File: config.mk
export PLATFORM = sky130hd
export DESIGN_NAME = crc_serial_engine
export DESIGN_NICKNAME = d
export VERILOG_FILES = /design/src/rtl/crc_pkg.sv /design/src/rtl/crc_lfsr_step.sv /design/src/rtl/crc_serial_engine.sv
export SDC_FILE = /design/constraint.sdc
export NUM_CORES = 1
export LEC_CHECK = 0
export BUFFER_PORTS_ARGS = -buffer_cell sky130_fd_sc_hd__clkbuf_2
export CELL_PAD_IN_SITES_DETAIL_PLACEMENT = 1
export CELL_PAD_IN_SITES_GLOBAL_PLACEMENT = 2
export CORE_ASPECT_RATIO = 1.2
export CORE_MARGIN = 2
export CORE_UTILIZATION = 38
export CTS_BUF_LIST = sky130_fd_sc_hd__clkbuf_8
export CTS_CLUSTER_DIAMETER = 120
export CTS_CLUSTER_SIZE = 25
export DETAILED_ROUTE_END_ITERATION = 12
export PLACE_DENSITY_LB_ADDON = 0.1
export SETUP_SLACK_MARGIN = 0.05
export SLEW_MARGIN = 20
export SYNTH_ARGS = -nofsm -noshare
export SYNTH_HDL_FRONTEND = slang
export SYNTH_HIERARCHICAL = 1
export SYNTH_SLANG_ARGS = --single-unit
File: constraint.sdc
create_clock -name CLK -period 2.4 [get_ports CLK]
set_clock_uncertainty 0.05 [all_clocks]
set_input_delay 0.12 -clock CLK [delete_from_list [all_inputs] [get_ports CLK]]
set_output_delay 0.12 -clock CLK [all_outputs]
set_load 0.01 [all_outputs]
File: src/rtl/crc_pkg.sv
`default_nettype none
// ============================================================================
//  Module      : crc_pkg
//  Description : Shared types and default parameters for the serial CRC
//                engine family (state encoding, default width/poly/seed).
//  Revision    : 1.0 - initial release
// ============================================================================
package crc_pkg;

    // Engine state encoding, explicit 2-bit width
    typedef enum logic [1:0] {
        IDLE      = 2'd0,
        SHIFT_IN  = 2'd1,
        SHIFT_OUT = 2'd2
    } crc_state_t;

    localparam int         CRC_DEF_WIDTH = 8;
    localparam logic [7:0] CRC_DEF_POLY  = 8'h44;
    localparam logic [7:0] CRC_DEF_SEED  = 8'hD8;

endpackage : crc_pkg
`default_nettype wire

File: src/rtl/crc_lfsr_step.sv
`default_nettype none
// ============================================================================
//  Module      : crc_lfsr_step
//  Description : One-bit Galois LFSR step. The feedback bit (input bit XOR
//                register LSB) lands in the MSB and is XORed into every
//                lower bit whose POLY tap is set. POLY[WIDTH-1] is unused
//                because the MSB always takes the feedback.
//  Revision    : 1.0 - initial release
// ============================================================================
module crc_lfsr_step
    import crc_pkg::*;
#(
    parameter int               WIDTH = CRC_DEF_WIDTH,
    parameter logic [WIDTH-1:0] POLY  = WIDTH'(CRC_DEF_POLY)
) (
    input  logic [WIDTH-1:0] i_state,
    input  logic             i_data,
    output logic [WIDTH-1:0] o_next
);

    logic w_fb;

    assign w_fb = i_data ^ i_state[0];

    // Lower bits shift down by one and pick up feedback where tapped
    generate
        for (genvar gi = 0; gi < WIDTH - 1; gi++) begin : g_tap
            assign o_next[gi] = i_state[gi+1] ^ (POLY[gi] & w_fb);
        end
    endgenerate

    assign o_next[WIDTH-1] = w_fb;

endmodule : crc_lfsr_step
`default_nettype wire

File: src/rtl/crc_serial_engine.sv
`default_nettype none
// ============================================================================
//  Module      : crc_serial_engine
//  Description : Parametrised serial CRC engine. Computes a Galois CRC over
//                bits qualified by Active, then shifts the result out LSB
//                first on CRC with Valid high for exactly WIDTH cycles. The
//                seed is reloaded at every frame start.
//                Optional macro CRC_CHECK_EN adds a checker that compares
//                the CRC stream received on Data during SHIFT_OUT against
//                the computed value and reports the result on Err.
//  Revision    : 1.0 - initial release
// ============================================================================
module crc_serial_engine
    import crc_pkg::*;
#(
    parameter int               WIDTH = CRC_DEF_WIDTH,
    parameter logic [WIDTH-1:0] POLY  = WIDTH'(CRC_DEF_POLY),
    parameter logic [WIDTH-1:0] SEED  = WIDTH'(CRC_DEF_SEED)
) (
    input  logic CLK,
    input  logic RST,
    input  logic Active,
    input  logic Data,
    output logic Valid,
    output logic CRC,
    output logic Busy
`ifdef CRC_CHECK_EN
    ,
    output logic Err
`endif
);

    localparam int                c_cnt_w    = $clog2(WIDTH);
    localparam logic [c_cnt_w-1:0] c_cnt_last = c_cnt_w'(WIDTH - 1);

    crc_state_t         r_state;
    crc_state_t         w_state_next;
    logic [WIDTH-1:0]   r_lfsr;
    logic [WIDTH-1:0]   w_lfsr_next;
    logic [c_cnt_w-1:0] r_cnt;
    logic [c_cnt_w-1:0] w_cnt_next;
    logic [WIDTH-1:0]   w_step_src;
    logic [WIDTH-1:0]   w_step;

    // The first bit of a frame steps from SEED, so no reset is needed between frames
    assign w_step_src = (r_state == IDLE) ? SEED : r_lfsr;

    crc_lfsr_step #(
        .WIDTH (WIDTH),
        .POLY  (POLY)
    ) u_step (
        .i_state (w_step_src),
        .i_data  (Data),
        .o_next  (w_step)
    );

    // State, CRC register and shift-out counter
    always_ff @(posedge CLK) begin
        if (RST) begin
            r_state <= IDLE;
            r_lfsr  <= SEED;
            r_cnt   <= '0;
        end else begin
            r_state <= w_state_next;
            r_lfsr  <= w_lfsr_next;
            r_cnt   <= w_cnt_next;
        end
    end

    // Next-state logic and outputs decoded straight from registered state
    always_comb begin
        w_state_next = r_state;
        w_lfsr_next  = r_lfsr;
        w_cnt_next   = r_cnt;
        Valid        = 1'b0;
        CRC          = 1'b0;
        Busy         = 1'b0;
        case (r_state)
            IDLE: begin
                if (Active) begin
                    w_lfsr_next  = w_step;
                    w_state_next = SHIFT_IN;
                end
            end
            SHIFT_IN: begin
                Busy = 1'b1;
                if (Active) begin
                    w_lfsr_next = w_step;
                end else begin
                    w_cnt_next   = '0;
                    w_state_next = SHIFT_OUT;
                end
            end
            SHIFT_OUT: begin
                Busy        = 1'b1;
                Valid       = 1'b1;
                CRC         = r_lfsr[0];
                w_lfsr_next = r_lfsr >> 1;
                // Counter saturates at the last bit instead of wrapping
                if (r_cnt == c_cnt_last) begin
                    w_state_next = IDLE;
                end else begin
                    w_cnt_next = r_cnt + 1'b1;
                end
            end
            default: begin
                w_state_next = IDLE;
            end
        endcase
    end

`ifdef CRC_CHECK_EN
    logic r_mis;
    logic r_err;
    logic w_bit_mis;

    assign w_bit_mis = Data ^ r_lfsr[0];

    // Accumulate per-bit mismatches during shift-out; publish on the exit edge
    always_ff @(posedge CLK) begin
        if (RST) begin
            r_mis <= 1'b0;
            r_err <= 1'b0;
        end else if (r_state == IDLE && Active) begin
            r_mis <= 1'b0;
            r_err <= 1'b0;
        end else if (r_state == SHIFT_OUT) begin
            r_mis <= r_mis | w_bit_mis;
            if (r_cnt == c_cnt_last) begin
                r_err <= r_mis | w_bit_mis;
            end
        end
    end

    assign Err = r_err;
`endif

endmodule : crc_serial_engine
`default_nettype wire

==> reports/metrics.cfg <==
[status]
outcome=complete, no violations

[clock_tree]
clk_pin_slew_worst_paths_ps=60
cts_tree=done
htreeDepth=1
clk_latency_ps=240
cts_made_buffers=3
cts_num_sinks=13
post_cts_buffers=0
post_cts_resized=0
cts.root.buffer_cell=clkbuf_8
clk_path_buf_depth=2
postCtsHoldBufs=0

[worst_setup_path]
cp.arrival_ps=2060
required_ps=2470
crit_type=reg2reg
worstSetupStartpointType=flip-flop
crit_path_max_fanout=7
end_kind=flip-flop

[finish]
multi_input_area_um2=538
nets=112
diodes=0
regArea_um2=260
drive_above_1_share=0.168
layout_commonest_cell=dfxtp_1
final_cells=132
area_delta_synth_final_pct=6.81
num-fill-cells=280
fin_area_um2=942
final_cell_mix=dfxtp_1 (13), and2_1 (7), nor3_1 (7)

[routing]
ant_nets=0
vias=685
wirelength_um=1880
wl_met1_um=922
drt_iter0_markers=13
route.met3.wl_um=47
firstDrtPassIters=4
topRoutingLayerUsed=met4
detail_route.wl_per_cell_um=14.2
drc_errors=0
wl_met2_um=884
via_per_inst=5.19

[sta]
max_freq_mhz=503
finalSetupViolations=0
finalCritPeriodShare=0.828
relSlewSlack=0.557
tightestPinTransition_ps=665
fin_tns_setup_ps=0
finalWorstSetupSlack_ps=413
rsz0062_at_grt=no
hold_violations=0
slew_viol_final=0
period_needed_ps=1990

[global_route]
track_usage=0.170
grt_max_degree=17
grt_pass1_vias=709
antenna_found_initial=0
grt_pass1_wl_um=3280
overflow=0

[power_and_ir_drop]
pwr-share-comb=0.451
power_density_mw_per_mm2=984
fin_total_pwr_uw=927
ir_drop_v=0.000473
p_int_uw=573
p_sw_uw=353
leakagePower_uw=0.000389
pwr-share-clk=0.208
p_seq_frac=0.341
p_sw_frac=0.381

[hold_path]
holdCritPathClass=in2reg

[synthesis]
ys_ff_latch=13
syn_inst=99
yosysUniqueCellTypes=29
syn_nets=109
ys_seq_area_frac=0.295
syn_avg_cell_area_um2=8.91
synthesis.area_um2=882
ys_warn_count=6

[placement]
dpl.hpwl_um=1430
place.gp.congestion=0.778
place_area_um2=897
numPlacedInstances=128
portBuffers=6
dp_slack_ps=406

[floorplanning]
num_rows=19
die_h_um=56.8
coreArea_mm2=0.00223
die_w_um=48.0
floorplan.initialDensity=0.395
io_pins=7
die-area_mm2=0.00272

[run]
drv_cap=0

flip-flops by register name (all words and copies together) (netlist names):
| signal | flops |
|---|---|
| r_lfsr | 8 |
| r_state | 2 |
| r_cnt | 3 |
synth_stat cells:
cell / number / area share
dfxtp_1: 13 / 0.30
and2_1: 7 / 0.050
buf_4: 7 / 0.060
nor3_1: 7 / 0.040
ha_1: 6 / 0.085
mux2i_1: 6 / 0.068
nand2_1: 6 / 0.026
a211oi_1: 5 / 0.043
inv_1: 5 / 0.021
nor2b_1: 5 / 0.035
or2_2: 4 / 0.028
a21oi_1: 3 / 0.017
a221oi_1: 3 / 0.030
o21ai_1: 3 / 0.017
nand4_1: 2 / 0.014
o21ai_0: 2 / 0.011
o31ai_1: 2 / 0.017
xor3_1: 2 / 0.054
a221oi_2: 1 / 0.017
a311o_1: 1 / 0.011
and2b_1: 1 / 0.0085
and3_1: 1 / 0.0071
clkbuf_1: 1 / 0.0043
clkbuf_2: 1 / 0.0057
inv_2: 1 / 0.0043
nand2b_1: 1 / 0.0071
nand2b_2: 1 / 0.0099
nor2_1: 1 / 0.0043
xor2_1: 1 / 0.0099
through the flow:
step / util / hold WS (ps)
2_1_floorplan: - / 301
3_3_place_gp: 0.401 / 411
3_5_place_dp: 0.401 / 411
4_1_cts: 0.422 / 158
5_1_grt: 0.422 / 168
6_report: 0.422 / 157
worst max-delay path, stage by stage (launching register included):
cell	delay (ps)
dfxtp_1	410
inv_1	110
ha_1	210
nor2b_1	240
xor3_1	470
a221oi_1	290
o21ai_1	80
power groups by stage:
stage | sequential (uW) | combinational [uW] | clock [uW]
floorplan | 307 | 357 | 0
global placement | 319 | 420 | 0
detailed placement | 322 | 424 | 0
CTS | 317 | 426 | 200
global route | 327 | 473 | 213
finish | 316 | 418 | 193
logic make-up (layout without fill, tap and decap cells):
kind of cell / count (synthesis) / in the layout / share of synthesized area
flip-flops: 13 / 13 / 0.295
adder cells (fa/ha/maj): 6 / 6 / 0.0851
multiplexers: 6 / 6 / 0.0681
AND/OR/NAND/NOR: 36 / 36 / 0.230
buffers and inverters: 15 / 17 / 0.0950
XOR/XNOR: 3 / 3 / 0.0638
AO/OA/AOI/OAI: 20 / 20 / 0.163
final timing paths:
| kind | from | end | slack, ps | depth (start not counted) |
|---|---|---|---|---|
| worst max-delay path | r_state[1]$_SDFFE_PP0P_ | r_lfsr[6]$_SDFFE_PP1P_ | 410 | 6 |
| worst min-delay path | RST | r_cnt[1]$_SDFFE_PP0P_ | 160 | 2 |
| worst max register to register | r_state[1]$_SDFFE_PP0P_ | r_lfsr[6]$_SDFFE_PP1P_ | 410 | 6 |
| worst min register to register | r_cnt[1]$_SDFFE_PP0P_ | r_cnt[1]$_SDFFE_PP0P_ | 430 | 2 |
layer usage:
layer,GRT usage,vias up
li1,-,350
met1,0.229,322
met2,0.257,9
met3,0.0386,4
met4,0.0618,0
met5,0,-
cell type report:
| type | count | area share |
|---|---|---|
| Clock buffer | 3 | 0.0438 |
| Clock inverter | 1 | 0.00398 |
| Inverter | 6 | 0.0239 |
| Multi-Input combinational cell | 71 | 0.571 |
| Sequential cell | 13 | 0.276 |
| Tap cell | 31 | 0.0412 |
| Timing Repair Buffer | 7 | 0.0398 |
Note: power is estimated with default switching activity, not from simulation.
